===== src/rtl/pipe_stage_buf.sv =====
// Pipeline stage buffer: a one-entry register (SKID=0) or a two-entry skid
// buffer (SKID=1) between a valid/ready producer and consumer, with a
// synchronous flush for squashing in-flight entries.
module pipe_stage_buf #(
  parameter int unsigned      WIDTH      = 32,
  parameter bit               SKID       = 1'b1,
  parameter logic [WIDTH-1:0] RESET_DATA = '0
) (
  input  logic             clk,
  input  logic             rst,
  input  logic             in_valid,
  input  logic [WIDTH-1:0] in_data,
  output logic             in_ready,
  output logic             out_valid,
  output logic [WIDTH-1:0] out_data,
  input  logic             out_ready,
  input  logic             flush,
  output logic [1:0]       count
);

  // The state encoding doubles as the occupancy count.
  typedef enum logic [1:0] {
    EMPTY = 2'd0,
    ONE   = 2'd1,
    FULL  = 2'd2
  } state_t;

  state_t           state, state_nxt;
  logic             in_xfer, out_xfer;
  logic             load_in, load_skid, fill_skid;
  logic [WIDTH-1:0] main_q, skid_q;

  assign out_valid = (state != EMPTY);
  assign out_data  = main_q;
  assign count     = state;
  assign in_xfer   = in_valid && in_ready;
  assign out_xfer  = out_valid && out_ready;

  // Next-state and register load selects; flush overrides every transfer.
  always_comb begin
    state_nxt = state;
    load_in   = 1'b0;
    load_skid = 1'b0;
    fill_skid = 1'b0;
    if (flush) begin
      state_nxt = EMPTY;
    end else begin
      case (state)
        EMPTY: begin
          if (in_xfer) begin
            state_nxt = ONE;
            load_in   = 1'b1;
          end
        end
        ONE: begin
          if (in_xfer && !out_xfer) begin
            state_nxt = FULL;
            fill_skid = 1'b1;
          end else if (out_xfer && !in_xfer) begin
            state_nxt = EMPTY;
          end else if (in_xfer && out_xfer) begin
            load_in = 1'b1;
          end
        end
        FULL: begin
          if (out_xfer) begin
            state_nxt = ONE;
            load_skid = 1'b1;
          end
        end
        default: state_nxt = EMPTY;
      endcase
    end
  end

  // State register.
  always_ff @(posedge clk or posedge rst) begin
    if (rst) state <= EMPTY;
    else     state <= state_nxt;
  end

  // Main register: the head entry presented downstream.
  always_ff @(posedge clk or posedge rst) begin
    if (rst)            main_q <= RESET_DATA;
    else if (flush)     main_q <= RESET_DATA;
    else if (load_in)   main_q <= in_data;
    else if (load_skid) main_q <= skid_q;
  end

  generate
    if (SKID) begin : g_skid
      logic ready_q;

      // Skid register holds the entry that arrived while the head was stalled.
      always_ff @(posedge clk or posedge rst) begin
        if (rst)            skid_q <= RESET_DATA;
        else if (flush)     skid_q <= RESET_DATA;
        else if (fill_skid) skid_q <= in_data;
      end

      // Registered ready breaks the out_ready -> in_ready timing path.
      always_ff @(posedge clk or posedge rst) begin
        if (rst) ready_q <= 1'b1;
        else     ready_q <= (state_nxt != FULL);
      end

      assign in_ready = ready_q;
    end else begin : g_noskid
      // Without a skid slot the stage can only accept when the head leaves.
      assign skid_q   = RESET_DATA;
      assign in_ready = !out_valid || out_ready;
    end
  endgenerate

endmodule


===== config.mk =====
export PLATFORM = sky130hd
export DESIGN_NAME = pipe_stage_buf
export DESIGN_NICKNAME = d
export VERILOG_FILES = /design/src/rtl/pipe_stage_buf.sv
export SDC_FILE = /design/constraint.sdc
export NUM_CORES = 1
export LEC_CHECK = 0
export CAP_MARGIN = 5
export CELL_PAD_IN_SITES_DETAIL_PLACEMENT = 0
export CELL_PAD_IN_SITES_GLOBAL_PLACEMENT = 1
export CORE_UTILIZATION = 30
export DETAILED_ROUTE_END_ITERATION = 12
export PLACE_DENSITY = 0.77
export RECOVER_POWER = 25
export SYNTH_ARGS = -nofsm -noshare
export SYNTH_HDL_FRONTEND = slang
export SYNTH_SLANG_ARGS = --single-unit

===== constraint.sdc =====
create_clock -name clk -period 5.1 [get_ports clk]
set_clock_uncertainty 0.15 [all_clocks]
set_input_delay 1.02 -clock clk [delete_from_list [all_inputs] [get_ports clk]]
set_output_delay 1.02 -clock clk [all_outputs]
set_load 0.02 [all_outputs]

# Word level (Yosys, flattened, before mapping)
# Index checks and enable logic that the tools add are counted.
# classes
eq_ne,3
n_mux,23
reduce_logical,11
# ops
operator,count
$mux W32,5
$mux W1,11
$mux W2,5
$pmux W2 S3,1
$logic_and A1 B1 Y1,5
$reduce_bool A2 Y1,2
$reduce_bool A3 Y1,1
$eq A2 B1 Y1 const B,1
$eq A2 B2 Y1 const B,1
$logic_not A1 Y1,2
$logic_not A2 Y1,1
$ne A2 B2 Y1 const B,1
$pmux W1 S2,1
# word_totals
reg_bits,67
inputBits,37
output_inout_bits,36
wordCells,41

# Longest topological paths before layout
# Gate-level depths: netlist (run 1).
# depth
word_depth,10
ltp_mapped,5
ltp_nobuf,4

# Worst setup path before layout (run 1)
# No wires, ideal clock.
# synth_timing
kind,input to register
from,input port in_valid
to,register main_q[0] (netlist: out_data[0])
setup_time_ns,0.122
t_arrival_ns,1.861
t_required_ns,4.828
setup_slack_ns,2.967
path_stages,5
n_path_buf,1
path_cell_list,and3b_1 -> a21oi_2 -> nand2_1 -> buf_2 -> a2bb2oi_1
# synth_between
elab_chain_len,9
elab_cells_between_ends,14
cone_classes,mux (8); reduce/logical (6)
# synth_rtl
element,line,text
from (decl),11,"input logic in_valid,"
$logic_and A1 B1 Y1 (*),36,assign in_xfer = in_valid && in_ready;
$logic_and A1 B1 Y1 or $logic_not A1 Y1 (tied branches),"61, 59",
$mux W1 or $logic_and A1 B1 Y1 (tied branches),"61, 59",
$mux W1,59,end else if (out_xfer && !in_xfer) begin
$mux W1,56,if (in_xfer && !out_xfer) begin
$pmux W1 S2 (*),48,case (state)
$mux W1 (*),45,if (flush) begin
$mux W32,86,else if (load_in) main_q <= in_data;
$mux W32,85,else if (flush) main_q <= RESET_DATA;
to (signal assigned),86,
to (signal assigned),87,else if (load_skid) main_q <= skid_q;
to (decl),31,"logic [WIDTH-1:0] main_q, skid_q;"
# Every way passes the cells marked *; elsewhere a longest branch is shown, timed or not.
# A chain may end at the register's enable or synchronous reset.

# Worst setup path in the final report (run 1)
# layout_timing
from,input port out_ready
to,register main_q[17] (netlist: out_data[17])
# layout_between
elab_chain_len,9
elab_cells_between_ends,16
cone_classes,mux (10); reduce/logical (6)
# layout_rtl
element,line,text
from (decl),16,"input logic out_ready,"
$logic_and A1 B1 Y1 (*),37,assign out_xfer = out_valid && out_ready;
$logic_and A1 B1 Y1,61,end else if (in_xfer && out_xfer) begin
$mux W1,61,
$mux W1,59,
$mux W1,56,
$pmux W1 S2,48,
$mux W1,45,
$mux W32,86,
$mux W32,85,
# Marked as above.

==> qor.csv, run 1 <==
stage,metric,value,unit
cts,htree_levels,3,
power_and_ir_drop,p_sw,0.339,mW
global_routing,grt_pass1_vias,2259,
drt,wl_per_cell,16.5,um
timing,hold_violations,0,
cts,cts_buffers,9,
run_status,status,"finished, violations left",
critical_path,endpoint_kind,register,
power_and_ir_drop,power_density,344,nW/um^2
die,dieArea,9530,um^2
timing,fin_ws,1910,ps
critical_path,cp.arrival,3260,ps
die,chipWidth,97.6,um
global_routing,grt_usage,15.5,%
power_and_ir_drop,p_comb_share,18.9,%
timing,maxSlewViolCount,0,
run_status,violations,DRC,
power_and_ir_drop,intPower,0.972,mW
cts,postCtsSetupBuffers,0,
drt,first_pass_iters,8,
critical_path,worst-r2r-cell-count,6,
timing,period_share,62.6,%
power_and_ir_drop,finalPower,1.31,mW
hold_path,hold-path-endpoint,skid_q[11],
final_layout,area_growth,39.1,%
critical_path,cp-start-kind,primary input,
drt,vias_per_cell,5.13,
power_and_ir_drop,p_clk_share,36.0,%
cts,hold_buffers,0,
final_layout,mostFrequentLayoutCells,"clkdlybuf4s50_1 (69), dfrtp_1 (66), nand2_1 (35)",
die,core_region_area,8810,um^2
run,drv_cap,0,
timing,fmax,0.313,GHz
power_and_ir_drop,ir_drop,0.000138,V
cts,clock-root-buffer,clkbuf_8,
critical_path,critPathMaxFanout,33,
timing,tightest_slew,1130,ps
hold_path,holdPathStages,1,
critical_path,cp_data_required_time,5170,ps
global_routing,antenna_found_initial,0,
synthesis,ys_seq_elements,67,
power_and_ir_drop,seqPwrFrac,45.1,%
synthesis,yosysSeqAreaShare,61.2,%
synthesis,syn_area_per_cell,11.8,um^2
die,start_util,31.1,%
place,place_ws,1390,ps
place,place_inst,400,
drt,drc_errors,8,
die,io_pins,73,
synthesis,synth_cell_types,21,
cts,clkTransAtPathRegs,60,ps
synthesis,netlist_instances,233,
critical_path,r2r-start,count[1],
die,die_y,97.6,um
timing,fin_tns_setup,0,ps
cts,cts_buffer_depth,2,
place,gp_congestion,0.707,
global_routing,grt_max_degree,40,
place,dp_hpwl,4.12,mm
timing,rsz0062_at_grt,false,
die,num_rows,34,
cts,cts_tree,built,
timing,setup_violations,0,
drt,vias,2134,
final_layout,diodes,0,
timing,max_slew_margin,24.8,%
timing,fin_crit,3190,ps
final_layout,final_cells,416,
place,io_buffers,72,
power_and_ir_drop,p_leak,1.68,nW
final_layout,final_common_cell,clkdlybuf4s50_1,
final_layout,drive_gt1_share,8.44,%
synthesis,netlist_area,2740,um^2
cts,clock_sinks,67,
drt,wl,6.88,mm
cts,clock_latency,340,ps
drt,drtIter0Drc,109,
global_routing,gr-total-overflow,0,
synthesis,synth_fp_nets,270,
global_routing,grt_pass1_wl,11.5,mm
critical_path,critical_path_class,in -> reg,
critical_path,reg2reg_slack,2530,ps
power_and_ir_drop,switching_share,25.9,%
final_layout,nNetsFinal,341,
critical_path,r2r-end,out_data[17],
drt,ant_nets,0,
hold_path,worstHoldStart,skid_q[11],
hold_path,hold_path_class,reg -> reg,
synthesis,yosys_warnings,0,
cts,cts_resized,0,
==> per-layer routing <==
| layer | part of all wire (%) | GRT usage, % |
|---|---|---|
| met1 | 48 | 21.6 |
| met2 | 44 | 22.5 |
| met3 | 6.2 | 5.04 |
| met4 | 1.3 | 5.24 |
| met5 | 0 | 0 |
==> sequential cells by signal, summed over array words and instances, names as in the netlist <==
register  flops
out_data     32
skid_q       32
count         2
in_ready      1
==> worst max path at each step <==
stage | from | endpoint
floorplan | rst | count[0]
detailed placement | out_ready | out_data[22]
CTS | out_ready | out_data[19]
global route | out_ready | out_data[15]
finish | out_ready | out_data[17]
global placement | out_ready | out_data[14]
==> worst max-delay path, stage by stage <==
cell and delay (ps):
dlygate4sd3_1 610, nand2b_1 230, a21oi_2 140, buf_4 330
nand2_1 460, buf_16 320, a2bb2oi_1 140
==> logic make-up after synthesis <==
| group | count (synthesis) | synth area share (%) |
|---|---|---|
| AO/OA/AOI/OAI | 101 | 27.7 |
| buffers and inverters | 20 | 3.38 |
| flip-flops | 67 | 61.2 |
| multiplexers | 1 | 0.365 |
| AND/OR/NAND/NOR | 44 | 7.35 |
==> cell usage after synthesis (all sizes together) <==
cell	number	area share, %
a211o	1	0.32
a21oi	3	0.82
a22o	32	10
a2bb2oi	32	10
and3b	1	0.32
buf	14	2.6
clkbuf	4	0.55
dfrtp	66	60
dfstp	1	0.96
inv	2	0.27
mux2i	1	0.36
nand2	35	4.8
nand2b	2	0.46
nand3b	1	0.27
nor2	1	0.14
nor2b	1	0.23
nor4	2	0.91
o21ai	32	5.8
o22a	1	0.32
or2	1	0.23
==> through the flow <==
stage	cell area [um^2]	hold slack [ps]	utilization (%)
after floorplan	2740	323	-
after global placement	3580	338	40.6
after detailed placement	3580	341	40.6
after CTS	3790	361	43.0
after global routing	3820	367	43.3
final	3820	359	43.3
==> area by class of cell <==
cell class              count  area [um^2]
clock buffers              14          183
multi-input cells         146          997
repair buffers             78          786
flip-flops and latches     67         1680
inverters                   2         7.51
clock inverters             1         30.0
well taps                 108          135
fillers                   829         4990
==> power groups by stage <==
| stage | clock network (mW) | registers (mW) | logic, mW |
|---|---|---|---|
| after floorplan | 0 | 0.634 | 0.0919 |
| after global placement | 0 | 0.602 | 0.245 |
| after detailed placement | 0 | 0.600 | 0.249 |
| after CTS | 0.487 | 0.592 | 0.249 |
| after global routing | 0.508 | 0.596 | 0.265 |
| final | 0.473 | 0.592 | 0.247 |
Power figures use the tool's default switching activity.
==> run 2: changes to the inputs <==
--- a/config.mk
+++ b/config.mk
@@ -10,7 +10,7 @@
 export CELL_PAD_IN_SITES_GLOBAL_PLACEMENT = 1
 export CORE_UTILIZATION = 30
 export DETAILED_ROUTE_END_ITERATION = 12
-export PLACE_DENSITY = 0.77
+export PLACE_DENSITY = 0.79
 export RECOVER_POWER = 25
 export SYNTH_ARGS = -nofsm -noshare
 export SYNTH_HDL_FRONTEND = slang
==> constraint.sdc (replaced) <==
create_clock -name clk -period 2.7 [get_ports clk]
set_clock_uncertainty 0.15 [all_clocks]
set_input_delay 0.54 -clock clk [delete_from_list [all_inputs] [get_ports clk]]
set_output_delay 0.54 -clock clk [all_outputs]
set_load 0.02 [all_outputs]
==> run 2 against run 1 <==
Net effect: the run ends with DRC, capacitance limit, slew limit left; worst hold slack worse by 1.7 ps; cell count is 0.24% higher; sequential share of layout area is 0.13 points lower; combinational power is 89% higher; total power is 88% higher.
==> qor.csv, run 2 (synthesis gave the netlist of run 1 again) <==
stage,metric,value,unit
run_status,status,"finished, violations left",
run_status,violations,"DRC, capacitance limit, slew limit",
critical_path,critPathMaxFanout,9,
final_layout,postLayoutCellArea,3830,um^2
timing,tightest_slew,1580,ps
timing,fin_ws,316,ps
final_layout,mostFrequentLayoutCells,"clkdlybuf4s50_1 (72), dfrtp_1 (66), nand2_1 (35)",
final_layout,diodes,0,
final_layout,area_growth,39.6,%
cts,htree_levels,3,
die,dieArea,9530,um^2
final_layout,final_core_util,43.5,%
final_layout,final_common_cell,clkdlybuf4s50_1,
place,place_ws,205,ps
critical_path,critical_path_class,reg -> out,
timing,fin_crit,2380,ps
drt,ant_nets,0,
final_layout,multi_input_area,997,um^2
final_layout,final_cells,417,
cts,clock_latency,330,ps
cts,clock_sinks,67,
die,die_y,97.6,um
timing,period_share,88.3,%
drt,first_pass_iters,8,
global_routing,gr-total-overflow,0,
hold_path,hold_path_class,reg -> reg,
timing,hold_violations,0,
drt,drc_errors,8,
timing,fin_tns_setup,0,ps
global_routing,grt_max_degree,68,
critical_path,endpoint_kind,output pin,
global_routing,grt_usage,14.8,%
cts,clkTransAtPathRegs,70,ps
place,io_buffers,72,
cts,cts_buffer_depth,2,
cts,postCtsSetupBuffers,0,
timing,fmax,0.419,GHz
timing,maxSlewViolCount,68,
place,dp_hpwl,3.99,mm
run,drv_cap,1,
power_and_ir_drop,finalPower,2.47,mW
timing,hold_ws,358,ps
place,gp_congestion,0.757,
cts,cts_resized,0,
power_and_ir_drop,power_density,644,nW/um^2
drt,vias,2110,
die,num_rows,34,
die,core_region_area,8810,um^2
final_layout,drive_gt1_share,8.41,%
global_routing,grt_pass1_wl,11.2,mm
final_layout,nNetsFinal,341,
cts,hold_buffers,0,
cts,cts_tree,built,
drt,vias_per_cell,5.06,
global_routing,antenna_found_initial,0,
critical_path,cp-start-kind,register,
die,chipWidth,97.6,um
place,place_inst,401,
timing,max_slew_margin,-5.39,%
drt,wl,6.58,mm
drt,drtIter0Drc,118,
die,start_util,31.1,%
timing,setup_violations,0,
power_and_ir_drop,p_leak,1.67,nW
global_routing,grt_pass1_vias,2194,
power_and_ir_drop,ir_drop,0.000295,V
final_layout,fill_cells,840,
final_layout,ff_latch_area,1680,um^2
cts,cts_buffers,9,
drt,wl_per_cell,15.8,um
timing,rsz0062_at_grt,false,
critical_path,cp.arrival,1690,ps
place,placedInstanceArea,3630,um^2
die,io_pins,73,
cts,clock-root-buffer,clkbuf_8,
critical_path,cp_data_required_time,2010,ps
## run 2: cell types whose count changed in the layout (fill, tap and decap cells not counted), sizes merged
cell and delta:
clkinv +3, clkbuf -2, clkinvlp +1, inv -1, buf -1, dlygate4sd3 -3, bufinv +1, clkdlybuf4s50 +3
## run 2: final timing paths
kind | start | to | slack [ps] | depth (start not counted)
worst max-delay path | count[1] | out_valid | 320 | 2
worst min-delay path | skid_q[23] | skid_q[23] | 360 | 1
worst max register to register | count[1] | skid_q[9] | 610 | 3
worst min register to register | skid_q[23] | skid_q[23] | 360 | 1
max in group asynchronous | rst | skid_q[18] | 540 | 3
min in group asynchronous | rst | out_data[5] | 920 | 3
## run 2: area by class of cell
class	instances	area share, %
tap	108	3.53
multi-input combinational	146	26.1
sequential	67	43.8
inverter	2	0.196
timing repair buffer	78	20.9
clock inverter	5	2.03
clock buffer	11	3.43
## run 2: power breakdown
group / internal, mW / switching, mW
clock network: 0.518 / 0.366
registers: 1.07 / 0.0431
logic: 0.242 / 0.225
total: 1.83 / 0.634
## run 2: worst max-delay path, cell delays in order (launching register included)
cell             delay (ps)
dfrtp_1                 500
or2_2                   340
clkdlybuf4s50_1         540
## run 2: layer usage
metal / wire length [um] / share of wire [%] / up-vias / track usage [%]
met5: 0 / 0 / - / 0
met4: 46 / 0.70 / 0 / 5.59
met3: 248 / 3.8 / 6 / 3.24
met2: 3160 / 48 / 48 / 23.6
met1: 3130 / 48 / 1052 / 19.7
li1: - / - / 1004 / -
==> run 3: changes to the inputs <==
--- a/config.mk
+++ b/config.mk
@@ -8,10 +8,12 @@
 export CAP_MARGIN = 5
 export CELL_PAD_IN_SITES_DETAIL_PLACEMENT = 0
 export CELL_PAD_IN_SITES_GLOBAL_PLACEMENT = 1
+export CORE_MARGIN = 3
 export CORE_UTILIZATION = 30
 export DETAILED_ROUTE_END_ITERATION = 12
 export PLACE_DENSITY = 0.79
 export RECOVER_POWER = 25
+export REMOVE_ABC_BUFFERS = 1
 export SYNTH_ARGS = -nofsm -noshare
 export SYNTH_HDL_FRONTEND = slang
 export SYNTH_SLANG_ARGS = --single-unit
==> run 3 against run 2 <==
Net effect: the flow now finishes without violations; core utilization rose by 0.88 points; die area rose by 8.4%; sequential power barely moved; first-iteration DRC count fell by 0.85%; register-to-register slack barely moved; final area rose by 2.0%; non-clock buffer count rose by 1; flip-flop and latch count did not move; combinational power barely moved; count of clock-buffer cells in the layout fell by 1; largest cell class unchanged; setup slack got worse by 14 ps.
==> qor.csv, run 3 (synthesis gave the netlist of run 1 again) <==
stage,metric,value,unit
global_routing,grt_pass1_vias,2257,
hold_path,holdPathStages,1,
cts,postCtsSetupBuffers,0,
drt,wl_per_cell,16.1,um
power_and_ir_drop,p_leak,1.71,nW
critical_path,critPathMaxFanout,9,
final_layout,nNetsFinal,342,
final_layout,final_common_cell,clkdlybuf4s50_1,
cts,cts_resized,0,
timing,fin_ws,302,ps
place,dp_hpwl,4.25,mm
cts,clock_sinks,67,
timing,maxSlewViolCount,0,
timing,rsz0062_at_grt,false,
global_routing,top_usage_layer,met2,
global_routing,grtUsageMet1,19.8,%
global_routing,gr-total-overflow,0,
drt,vias,2116,
final_layout,ff_latch_area,1680,um^2
global_routing,grt_pass1_wl,11.6,mm
global_routing,antenna_found_initial,0,
critical_path,endpoint_kind,output pin,
run,drv_cap,0,
cts,clkTransAtPathRegs,80,ps
timing,fmax,0.417,GHz
cts,cts_tree,built,
drt,wl,6.73,mm
timing,fin_tns_setup,0,ps
drt,ant_nets,0,
final_layout,postLayoutCellArea,3910,um^2
cts,hold_buffers,0,
die,dieArea,10300,um^2
run_status,status,"finished, final reports clean",
critical_path,cp.arrival,1710,ps
final_layout,final_core_util,44.3,%
die,num_rows,34,
final_layout,drive_gt1_share,9.35,%
final_layout,mostFrequentLayoutCells,"clkdlybuf4s50_1 (71), dfrtp_1 (66), nand2_1 (35)",
cts,htree_levels,3,
die,die_y,102,um
timing,hold_ws,357,ps
cts,cts_buffers,9,
drt,drtIter0Drc,117,
timing,fin_crit,2400,ps
timing,hold_violations,0,
global_routing,grt_usage,14.1,%
die,start_util,31.1,%
final_layout,multi_input_area,1000,um^2
drt,first_pass_iters,5,
place,gp_congestion,0.785,
die,chipWidth,102,um
global_routing,grt_max_degree,35,
power_and_ir_drop,power_density,694,nW/um^2
die,core_region_area,8810,um^2
cts,cts_buffer_depth,2,
timing,tightest_slew,846,ps
global_routing,use_met3,3.99,%
power_and_ir_drop,ir_drop,0.000282,V
place,placedInstanceArea,3640,um^2
hold_path,hold_path_class,reg -> reg,
place,io_buffers,72,
critical_path,critical_path_class,reg -> out,
critical_path,cp-start-kind,register,
timing,setup_violations,0,
critical_path,cp_data_required_time,2010,ps
drt,drc_errors,0,
cts,clock_latency,340,ps
critical_path,worst-r2r-cell-count,3,
place,place_ws,240,ps
global_routing,met2_usage,21.0,%
final_layout,area_growth,42.4,%
timing,period_share,88.8,%
timing,max_slew_margin,43.5,%
final_layout,diodes,0,
final_layout,fill_cells,834,
cts,clock-root-buffer,clkbuf_8,
die,io_pins,73,
drt,vias_per_cell,5.06,
==> run 3: cell type report <==
cell class,count,share of cell area (%)
multi-input cells,146,25.7
clock inverters,6,3.49
clock buffers,10,3.52
well taps,108,3.46
flip-flops and latches,67,43.0
repair buffers,79,20.6
inverters,2,0.192
==> run 3: metrics by stage <==
stage | power [mW] | instances
5_1_grt | 2.83 | 418
6_report | 2.71 | 418
4_1_cts | 2.75 | 418
3_3_place_gp | 1.61 | 402
3_5_place_dp | 1.61 | 402
2_1_floorplan | 1.36 | 215
==> run 3: critical path, stage by stage, from the launching register on <==
cell             delay (ps)
dfrtp_1                 510
or2_2                   340
clkdlybuf4s50_1         540
==> run 3: worst paths after layout <==
path	from	endpoint	slack [ps]
setup / recovery	count[1]	out_valid	300
hold / removal	skid_q[20]	skid_q[20]	360
setup reg to reg	count[1]	skid_q[13]	620
hold reg to reg	skid_q[20]	skid_q[20]	360
max in group asynchronous	rst	skid_q[18]	1100
min in group asynchronous	rst	skid_q[20]	760
==> run 3: metal layers <==
layer | share of wire (%) | wire length (um) | up-vias
met5 | 0 | 0 | -
met4 | 0.64 | 43 | 0
met1 | 49 | 3320 | 1039
met2 | 45 | 3040 | 59
li1 | - | - | 1012
met3 | 5.0 | 338 | 6
==> run 3: report_power, final <==
group	internal (mW)	total, mW	leakage (nW)	switching (mW)
clock	0.734	1.12	0.133	0.389
sequential	1.07	1.12	0.887	0.0430
combinational	0.243	0.470	0.690	0.227
total	2.05	2.71	1.71	0.659
